`src/rtl/demux12_2b.sv`:
```
// demux12_2b: 1:2 valid-stream demultiplexer with a small FIFO per lane.
// Ports: clk/reset, in/in_valid/select -> in_ready, pop0/pop1 -> out0/out1,
//        out0_valid/out1_valid, count0/count1 occupancy, sticky drop_err.

module demux12_2b_lane #(
  parameter int WIDTH = 2,
  parameter int DEPTH = 4,
  parameter int CW    = 3
) (
  input  logic             clk,
  input  logic             reset,
  input  logic             push,
  input  logic             pop,
  input  logic [WIDTH-1:0] wdata,
  output logic [WIDTH-1:0] head,
  output logic             valid,
  output logic [CW-1:0]    count
);

  localparam int AW = $clog2(DEPTH);

  logic [WIDTH-1:0] mem [DEPTH];
  logic [AW-1:0]    wr_ptr;
  logic [AW-1:0]    rd_ptr;
  logic             do_pop;

  assign valid  = (count != '0);
  assign do_pop = pop & valid;
  assign head   = valid ? mem[rd_ptr] : '0;

  always_ff @(posedge clk) begin
    if (push) mem[wr_ptr] <= wdata;
  end

  // Pointers wrap naturally; full/empty come from count alone.
  always_ff @(posedge clk or posedge reset) begin
    if (reset) begin
      wr_ptr <= '0;
      rd_ptr <= '0;
      count  <= '0;
    end else begin
      if (push)   wr_ptr <= wr_ptr + AW'(1);
      if (do_pop) rd_ptr <= rd_ptr + AW'(1);
      unique case ({push, do_pop})
        2'b10:   count <= count + CW'(1);
        2'b01:   count <= count - CW'(1);
        default: count <= count;
      endcase
    end
  end

endmodule

module demux12_2b #(
  parameter int WIDTH = 2,
  parameter int DEPTH = 4,
  parameter int CW    = 3
) (
  input  logic             clk,
  input  logic             reset,
  input  logic [WIDTH-1:0] in,
  input  logic             in_valid,
  input  logic             select,
  input  logic             pop0,
  input  logic             pop1,
  output logic             in_ready,
  output logic [WIDTH-1:0] out0,
  output logic             out0_valid,
  output logic [WIDTH-1:0] out1,
  output logic             out1_valid,
  output logic [CW-1:0]    count0,
  output logic [CW-1:0]    count1,
  output logic             drop_err
);

  localparam logic [CW-1:0] FULL = CW'(DEPTH);

  logic accept;
  logic push0;
  logic push1;

  // Readiness looks at registered counts only, never same-cycle pops.
  assign in_ready = select ? (count1 != FULL) : (count0 != FULL);
  assign accept   = in_valid & in_ready;
  assign push0    = accept & ~select;
  assign push1    = accept & select;

  demux12_2b_lane #(
    .WIDTH(WIDTH), .DEPTH(DEPTH), .CW(CW)
  ) u_lane0 (
    .clk   (clk),
    .reset (reset),
    .push  (push0),
    .pop   (pop0),
    .wdata (in),
    .head  (out0),
    .valid (out0_valid),
    .count (count0)
  );

  demux12_2b_lane #(
    .WIDTH(WIDTH), .DEPTH(DEPTH), .CW(CW)
  ) u_lane1 (
    .clk   (clk),
    .reset (reset),
    .push  (push1),
    .pop   (pop1),
    .wdata (in),
    .head  (out1),
    .valid (out1_valid),
    .count (count1)
  );

  always_ff @(posedge clk or posedge reset) begin
    if (reset)                   drop_err <= 1'b0;
    else if (in_valid & ~in_ready) drop_err <= 1'b1;
  end

endmodule

```
`config.mk`:
```
export PLATFORM = sky130hd
export DESIGN_NAME = demux12_2b
export DESIGN_NICKNAME = d
export VERILOG_FILES = /design/src/rtl/demux12_2b.sv
export SDC_FILE = /design/constraint.sdc
export NUM_CORES = 1
export LEC_CHECK = 0
export ABC_AREA = 0
export CAP_MARGIN = 20
export CORE_UTILIZATION = 40
export CTS_BUF_LIST = sky130_fd_sc_hd__clkbuf_4 sky130_fd_sc_hd__clkbuf_8
export CTS_CLUSTER_SIZE = 16
export DETAILED_ROUTE_END_ITERATION = 8
export SYNTH_ARGS = -nofsm -noshare
export SYNTH_HDL_FRONTEND = slang
export SYNTH_SLANG_ARGS = --single-unit
```
`constraint.sdc`:
```
create_clock -name clk -period 2 [get_ports clk]
set_input_delay 0.6 -clock clk [delete_from_list [all_inputs] [get_ports clk]]
set_output_delay 0.6 -clock clk [all_outputs]
set_load 0.02 [all_outputs]
```
# Word level (Yosys, flattened, before mapping)

Memory sizes are Yosys's and may differ from the RTL's.
Index checks and enable logic that the tools add are counted.

Flip-flop bits (word level): 15
Word-level logic and storage cells: 44
RAM bits: 16
Output and inout port bits: 14
Bits of input ports: 8
Memories kept: 2

Memory list:

| memory      | words | width | rd ports | clocked after memory_dff | wr ports | RTL line | text |
|---|---|---|---|---|---|---|---|
| u_lane0.mem | 4     | 2     | 1        | 0                        | 1        | 22       | `logic [WIDTH-1:0] mem [DEPTH];` |
| u_lane1.mem | 4     | 2     | 1        | 0                        | 1        | 22       |  |

Multiplexer cells: 9
Eq/ne operators: 6
Reductions and logical operators: 4
Bitwise operators: 8
Add/sub/neg operators: 8

Operator list:

| kind                  | count |
|---|---|
| $pmux W3 S2           | 2 |
| $add A2 B1 Y2 const B | 4 |
| $add A3 B1 Y3 const B | 2 |
| $and A1 B1 Y1         | 6 |
| $ne A3 B3 Y1 const B  | 2 |
| $reduce_bool A3 Y1    | 2 |
| $sub A3 B1 Y3 const B | 2 |
| $mux W1               | 5 |
| $eq A2 B1 Y1 const B  | 2 |
| $eq A2 B2 Y1 const B  | 2 |
| $mux W2               | 2 |
| $reduce_bool A2 Y1    | 2 |
| $not A1 Y1            | 2 |

# Depth between registers and ports, before layout

Gate-level depths: netlist (run 1).

Depth after elaboration: 6
Depth in mapped cells: 9
Gate-level depth less buffers: 9

# By module

From an unflattened synthesis (run 1), not the netlist that was laid out.

Cell total of the unflattened synthesis: 107
Area total of the unflattened synthesis: 1,519.0 µm²

By module, submodules not included:

| module          | area an instance (µm²) | sequential area each (µm²) | times used | cells an instance |
|---|---|---|---|---|
| demux12_2b_lane | 714.4                  | 415.4                      | 2          | 49 |
| demux12_2b      | 90.1                   | 25.0                       | 1          | 9 |

# Least setup slack after synthesis (run 1)

Ideal clock, no wire load.

Kind: flip-flop to flip-flop
Start point: register u_lane0.count[2]
End point: register u_lane0.count[2]
Library setup time: 0.136 ns
Path buffers: 0
Required time: 1.864 ns
Data arrival time: 1.908 ns
Stages on the path, launching flop included: 9
Clock period less this slack: 2.044 ns
Path slack: -0.044 ns
Cell sequence: dfrtp_1 -> or3_4 -> and2_1 -> ha_1 -> inv_1 -> fa_1 -> xor2_1 -> nor2_1 -> xor2_1

Elaborated cells between the ends (all ways): 12
Those cells by class: add/sub: 2; eq/ne: 3; mux: 2; bitwise: 3; reduce/logical: 2

RTL lines:

| element                                           | RTL line | text |
|---|---|---|
| from (decl)                                       | 17       | `output logic [CW-1:0] count` |
| from (signal assigned)                            | 45       | `2'b10: count <= count + CW'(1);` |
| from (signal assigned)                            | 46       | `2'b01: count <= count - CW'(1);` |
| from (signal assigned)                            | 47       | `default: count <= count;` |
| $reduce_bool A3 Y1 (*)                            | 27       | `assign valid = (count != '0);` |
| via out0_valid                                    | 68       | `output logic out0_valid,` |
| $and A1 B1 Y1 (*)                                 | 28       | `assign do_pop = pop & valid;` |
| via u_lane0.do_pop                                | 25       | `logic do_pop;` |
| $eq A2 B1 Y1 or $eq A2 B2 Y1 (tied branches)      | 44       | `unique case ({push, do_pop})` |
| $pmux W3 S2 or $reduce_bool A2 Y1 (tied branches) | n/a      |  |

The timed path passes the listed nets; every way through them passes the cells marked *.
A chain may end at the register's enable or synchronous reset.

# Worst setup path after layout (run 1)

Start point: register u_lane0.rd_ptr[0]
End point: output port out0[1]

Longest elaborated chain between the ends: 2

RTL lines:

| element                | RTL line | text |
|---|---|---|
| from (decl)            | 24       | `logic [AW-1:0] rd_ptr;` |
| from (signal assigned) | 43       | `if (do_pop) rd_ptr <= rd_ptr + AW'(1);` |
| $mem_v2 Z4 W2          | n/a      |  |
| $mux W2                | 29       | `assign head = valid ? mem[rd_ptr] : '0;` |
| to (decl)              | 67       | `output logic [WIDTH-1:0] out0,` |

No other way between the ends.

==> impl_results.md, run 1 <==
- Status: finished, violations left
- Failing checks: negative setup slack
- PD cells: 1530 mW/mm2
- Pre-Repair DR Iteration Count: 2
- Post-synthesis cell count: 103
- Clk Latency, worst-skew pair: 0.28 ns
- Critical path capture point type: output port
- Ant diodes: 0
- Switching Power: 1.15 mW
- CTS tree: built
- Clk pwr share: 14.0%
- Peak Freq: 479 MHz
- Area growth syn-to-layout: 41.5%
- Largest fanout on the critical path: 3
- # fillers: 297
- First-pass GRT wire length: 4490 um
- Unrepaired setup endpoints after global routing: yes
- Slew Limit Fails: 0
- Core area: 0.00347 mm2
- Final Wtd Congestion: 0.750
- Final Hold Fails: 0
- Slew of the pin with the lowest slew margin: 0.249 ns
- Sequential-to-total area share from yosys stat: 56.5%
- Setup crit start kind: flop
- HPWL after DPL: 1950 um
- CTS Buffer Depth: 2
- Root Driver: clkbuf_8
- Slowest stage cell on the critical path: mux4_2
- Std cell rows: 21
- Layout cell share with drive strength beyond 1: 47.8%
- Clock sinks: 31
- Max IR drop VDD: 607 uV
- Nets@finish: 178
- CP startpoint: u_lane0.rd_ptr[0]$_DFFE_PP0P_
- Clock transition at path regs: 0.06 ns
- Top_reg_cell synth: edfxtp_1
- Crit-path max cell delay: 0.52 ns
- Multi-input logic area: 674 um2
- EDFF count, synth: 16
- Critical R2R Launch: u_lane1.count[2]$_DFFE_PP0P_
- Net Sw Frac: 34.9%
- Crit Path Class: flop to output port
- Post-Route WL: 2690 um
- Die area: 0.00404 mm2
- Ratio of final minimum period to clock period: 104%
- Die W: 63.5 um
- Initial antenna violation count: 0
- Syn_area_per_cell: 14.7 um2
- Non-filler instance count after layout: 205
- R2r setup slk: 0.04 ns
- Worst R2R End: u_lane1.count[2]$_DFFE_PP0P_
- CP Cell Sequence: mux4_2 > and2_4 > buf_6
- Initial core utilization: 43.7%
- Syn_nets: 123
- Hold-fix buffers, CTS: 0
- Gate power share: 54.4%
- Capture point of the worst path: out0[1]
- Final WS setup: -0.0859 ns
- Final ANT Viol Nets: 0
- Worst endpoint required time: 1.40 ns
- Setup violators final: 4
- Sequential cell area: 860 um2
- Total GRT Usage: 15.3%
- Crit path DAT: 1.49 ns
- H-tree Lvls: 2
- Int Pwr: 2.14 mW
- Initial DRC Count: 24
- HP Class: flop to flop
- Library cells used by synthesis: 23
- Max cap viols: 0
- Period minus WS final: 2.09 ns
- Die Y: 63.5 um
- Clock buffer count from CTS: 5
- Vias: 938
- Synth warn: 0
- GRT overflow: 0
- R2R depth: 9
- Via density: 4.58
- Ports: 22
- Layout Utilization: 61.8%
- Async S/R FF share, synth: 48.4%
- Remaining DRCs: 0
- Share of power burned in registers: 31.6%
- IO Port Bufs: 21
- Drt wl/cell: 13.1 um
- Cell Area, Synth: 0.00152 mm2
- Worst Clk Skew: 0.00738 ns
- Vias in the first global route: 1048
- Largest net degree at the start of global routing: 16
- Rel. slew slack: 83.3%
- #FFs+latches synth: 31
- Lkg Pwr: 0.942 nW
- DP Cell Count: 192
==> cells in the mapped netlist (4+ instances only) <==
master,count,area [um2]
xor2_1,6,52.6
mux4_2,4,90.1
and2_2,4,30.0
edfxtp_1,16,480
inv_1,13,48.8
and2_1,10,62.6
dfrtp_1,15,375
ha_1,10,125
xnor2_1,6,52.6
==> power by group through the flow <==
stage,sequential [mW],combinational [mW],clock (mW)
final,1.04,1.79,0.461
after global routing,1.06,1.94,0.506
after CTS,1.04,1.76,0.477
after detailed placement,1.05,1.57,0
after global placement,1.04,1.53,0
after floorplan,1.14,0.765,0
==> per-layer routing <==
layer | global-route usage, % | part of all wire, % | vias up
li1 | - | - | 458
met1 | 16.5 | 43 | 459
met2 | 25.5 | 51 | 19
met3 | 6.88 | 4.5 | 2
met4 | 6.82 | 0.86 | 0
met5 | 0 | 0 | -
==> cell families after synthesis <==
logic type / Yosys count / share of synthesized area [%]
muxes: 8 / 9.00
buffers and inverters: 14 / 3.47
and+or+nand+nor: 22 / 9.58
xor gates and xnor gates: 12 / 6.94
adders and majority gates: 12 / 10.9
DFF: 31 / 56.5
AOI/OAI and AO/OA: 4 / 3.63
==> worst min-delay path by stage <==
stage	from	endpoint	slack, ns	cells past startpoint
CTS	drop_err$_DFFE_PP0P_	drop_err$_DFFE_PP0P_	0.48	1
finish	drop_err$_DFFE_PP0P_	drop_err$_DFFE_PP0P_	0.50	1
floorplan	u_lane0.rd_ptr[1]$_DFFE_PP0P_	u_lane0.rd_ptr[1]$_DFFE_PP0P_	0.48	1
global route	drop_err$_DFFE_PP0P_	drop_err$_DFFE_PP0P_	0.52	1
global placement	drop_err$_DFFE_PP0P_	drop_err$_DFFE_PP0P_	0.46	1
detailed placement	drop_err$_DFFE_PP0P_	drop_err$_DFFE_PP0P_	0.47	1
==> worst max-delay path: cells and delay by family, from the launching register on <==
family,cells,cell delay [ns]
flops,1,0.42
buf+inv,1,0.12
simple gates,1,0.15
mux,1,0.52
==> state kept, by name, indices dropped and copies added, names as in the netlist <==
signal and count:
u_lane0.mem 8, u_lane1.mem 8, u_lane0.count 3, u_lane1.count 3
u_lane0.rd_ptr 2, u_lane0.wr_ptr 2, u_lane1.rd_ptr 2, u_lane1.wr_ptr 2
drop_err 1
==> cell usage in the layout (no fill, tap or decap), types with 3 or more instances in the layout <==
cell type / instances
and2_1: 4
and2_2: 4
and2_4: 6
buf_4: 25
buf_6: 7
clkbuf_8: 5
clkdlybuf4s50_1: 7
dfrtp_1: 12
dfrtp_2: 3
dlygate4sd2_1: 3
dlymetal6s2s_1: 3
edfxtp_1: 16
ha_1: 8
inv_1: 8
inv_2: 6
mux4_2: 4
xnor2_1: 6
xor2_1: 6
==> through the flow <==
step                      power, mW  hold slack (ns)  setup TNS (ns)  instance area [um2]  setup WS (ns)
final                          3.29            0.501          -0.245                 2140        -0.0859
after detailed placement       2.63            0.468           -5.83                 1950         -0.668
after floorplan                1.91            0.481               0                 1520        0.00453
after global routing           3.51            0.524          -0.556                 2140         -0.144
after global placement         2.58            0.461           -4.85                 1950         -0.610
after CTS                      3.27            0.483          -0.298                 2110        -0.0892
==> repair_timing <==
| action | 4_1_cts | 5_1_grt |
|---|---|---|
| buffers inserted | 3 | 2 |
| pin swaps | 16 | 12 |
| endpoints found under the setup margin | 12 | 14 |
| resized for setup | 58 | 12 |
==> layout make-up <==
class                      instances  area share, %
multi-input combinational         58           31.5
inverter                          14           2.45
sequential                        31           40.1
clock buffer                       6           3.56
tap                               46           2.69
timing repair buffer              48           19.4
clock inverter                     2          0.350
(Power assumes the default switching activity.)
==> inputs of run 2 (changes only) <==
==> constraint.sdc (replaced) <==
create_clock -name clk -period 2 [get_ports clk]
set_input_delay 0.6 -clock clk [delete_from_list [all_inputs] [get_ports clk]]
set_output_delay 0.6 -clock clk [all_outputs]
set_load 0.1 [all_outputs]
==> run 2 against run 1 <==
Cell count up 0.98%; clock skew shrank 0.0025 ns; clock-buffer cell count fell by 1; the flow still finishes with violations (negative setup slack); critical endpoint unchanged; maximum frequency fell by 1.8%.
==> impl_results.md, run 2 (synthesis gave the netlist of run 1 again) <==
- Setup violators final: 9
- Final Hold Fails: 0
- Slew of the pin with the lowest slew margin: 0.279 ns
- Layout cell share with drive strength beyond 1: 56.5%
- Met2 Routed Length: 1650 um
- Commonest non-fill, non-tap cells in the layout: 24 x buf_4, 16 x edfxtp_1, 14 x buf_12, 9 x inv_1, 8 x ha_1
- Drt wl/cell: 13.9 um
- HPWL after DPL: 2110 um
- Unrepaired setup endpoints after global routing: yes
- CTS tree: built
- Final Wtd Congestion: 0.714
- Crit Path Class: flop to output port
- Clock sinks: 31
- Most common cell after layout, fill and taps aside: buf_4
- Failing checks: negative setup slack
- Die area: 0.00404 mm2
- Max cap viols: 0
- Vias: 960
- Initial DRC Count: 24
- Area growth syn-to-layout: 55.6%
- Setup crit start kind: flop
- Initial core utilization: 43.7%
- Via density: 4.64
- Setup TNS: -0.762 ns
- GRT overflow: 0
- Ports: 22
- First-pass GRT wire length: 4710 um
- IO Port Bufs: 21
- Crit path DAT: 1.52 ns
- Clk Latency, worst-skew pair: 0.28 ns
- Ant diodes: 0
- Final WS setup: -0.124 ns
- Biggest registers after layout: u_lane0.mem x8, u_lane1.mem x8
- Clock buffer count from CTS: 5
- Worst Clk Skew: 0.00493 ns
- H-tree Lvls: 2
- Initial antenna violation count: 0
- Die Y: 63.5 um
- Final ANT Viol Nets: 0
- Peak Freq: 471 MHz
- Core area: 0.00347 mm2
- Largest net degree at the start of global routing: 16
- Post-Route WL: 2880 um
- Ratio of final minimum period to clock period: 106%
- Nets@finish: 180
- Root Driver: clkbuf_8
- DP Cell Count: 184
- Rel. slew slack: 81.3%
- Non-filler instance count after layout: 207
- Slew Limit Fails: 0
- Max Used Layer: met4
- Vias in the first global route: 1040
- Worst endpoint required time: 1.40 ns
- Layout Utilization: 68.0%
- Pre-Repair DR Iteration Count: 4
- Die W: 63.5 um
- Clock transition at path regs: 0.07 ns
- Std cell rows: 21
- CTS Buffer Depth: 2
- Placement Setup Slack: -0.576 ns
- Largest fanout on the critical path: 5
- Period minus WS final: 2.12 ns
- Total GRT Usage: 16.0%
- HP Class: flop to flop
- Hold-fix buffers, CTS: 0
- WL met3: 86 um
- Critical path capture point type: output port
- M1 wire length: 1120 um
- Remaining DRCs: 0
- Status: finished, violations left
## run 2: changes by cell type in the layout (fill, tap and decap cells not counted), sizes merged, moves of 2 or more
cell	delta
clkinvlp	+2
clkdlybuf4s50	-3
dlymetal6s2s	-2
clkbuf	-3
buf	+10
dlygate4sd2	-2
## run 2: path summary, 6_finish.rpt
check | depth (start not counted) | to | slack [ns] | start
worst max register to register | 9 | u_lane1.count[2]$_DFFE_PP0P_ | -0.04 | u_lane1.count[0]$_DFFE_PP0P_
worst min-delay path | 1 | u_lane1.rd_ptr[1]$_DFFE_PP0P_ | 0.52 | u_lane1.rd_ptr[1]$_DFFE_PP0P_
worst min register to register | 1 | u_lane1.rd_ptr[1]$_DFFE_PP0P_ | 0.52 | u_lane1.rd_ptr[1]$_DFFE_PP0P_
max in group asynchronous | 3 | u_lane0.count[1]$_DFFE_PP0P_ | 1.15 | reset
min in group asynchronous | 3 | u_lane1.rd_ptr[1]$_DFFE_PP0P_ | 0.63 | reset
worst max-delay path | 3 | out0[1] | -0.12 | u_lane0.count[1]$_DFFE_PP0P_
## run 2: worst max-delay path, stage by stage (launching register included)
cell and delay [ns]:
dfrtp_4 0.48, or3_4 0.43, and2_4 0.19, buf_12 0.16
## run 2: layout make-up
cell class              count  area [um2]
fillers                   289        1110
flip-flops and latches     31         881
multi-input cells          58         686
repair buffers             50         589
clock buffers               5        68.8
well taps                  46        57.6
inverters                  14        55.1
clock inverters             3        20.0
## run 2: repair_timing
item | 4_1_cts | 5_1_grt
pin swaps | 10 | 8
endpoints found under the setup margin | 11 | 10
buffers inserted | 9 | 6
resized for setup | 13 | 6
## run 2: per-layer routing
metal	vias to the layer above	track usage, %
met5	-	0
met4	0	7.67
li1	461	-
met3	4	3.99
met1	478	17.9
met2	17	28.1
## run 2: stage by stage
| step | instance area [um2] | hold WS, ns |
|---|---|---|
| floorplan | 1600 | 0.481 |
| global placement | 2110 | 0.506 |
| detailed placement | 2110 | 0.512 |
| CTS | 2300 | 0.526 |
| global route | 2360 | 0.542 |
| finish | 2360 | 0.519 |
Power of run 2 is left out: the tool's default activity adds up to more than one toggle a clock period on the data nets, which glitch-free logic cannot reach.
==> inputs of run 3 (changes only) <==
- CTS_BUF_LIST: sky130_fd_sc_hd__clkbuf_4 sky130_fd_sc_hd__clkbuf_8 -> default
==> results of run 3 <==
The final DEF is identical to that of run 2; final timing and power are the same.
Power of run 3 is left out for the same reason.
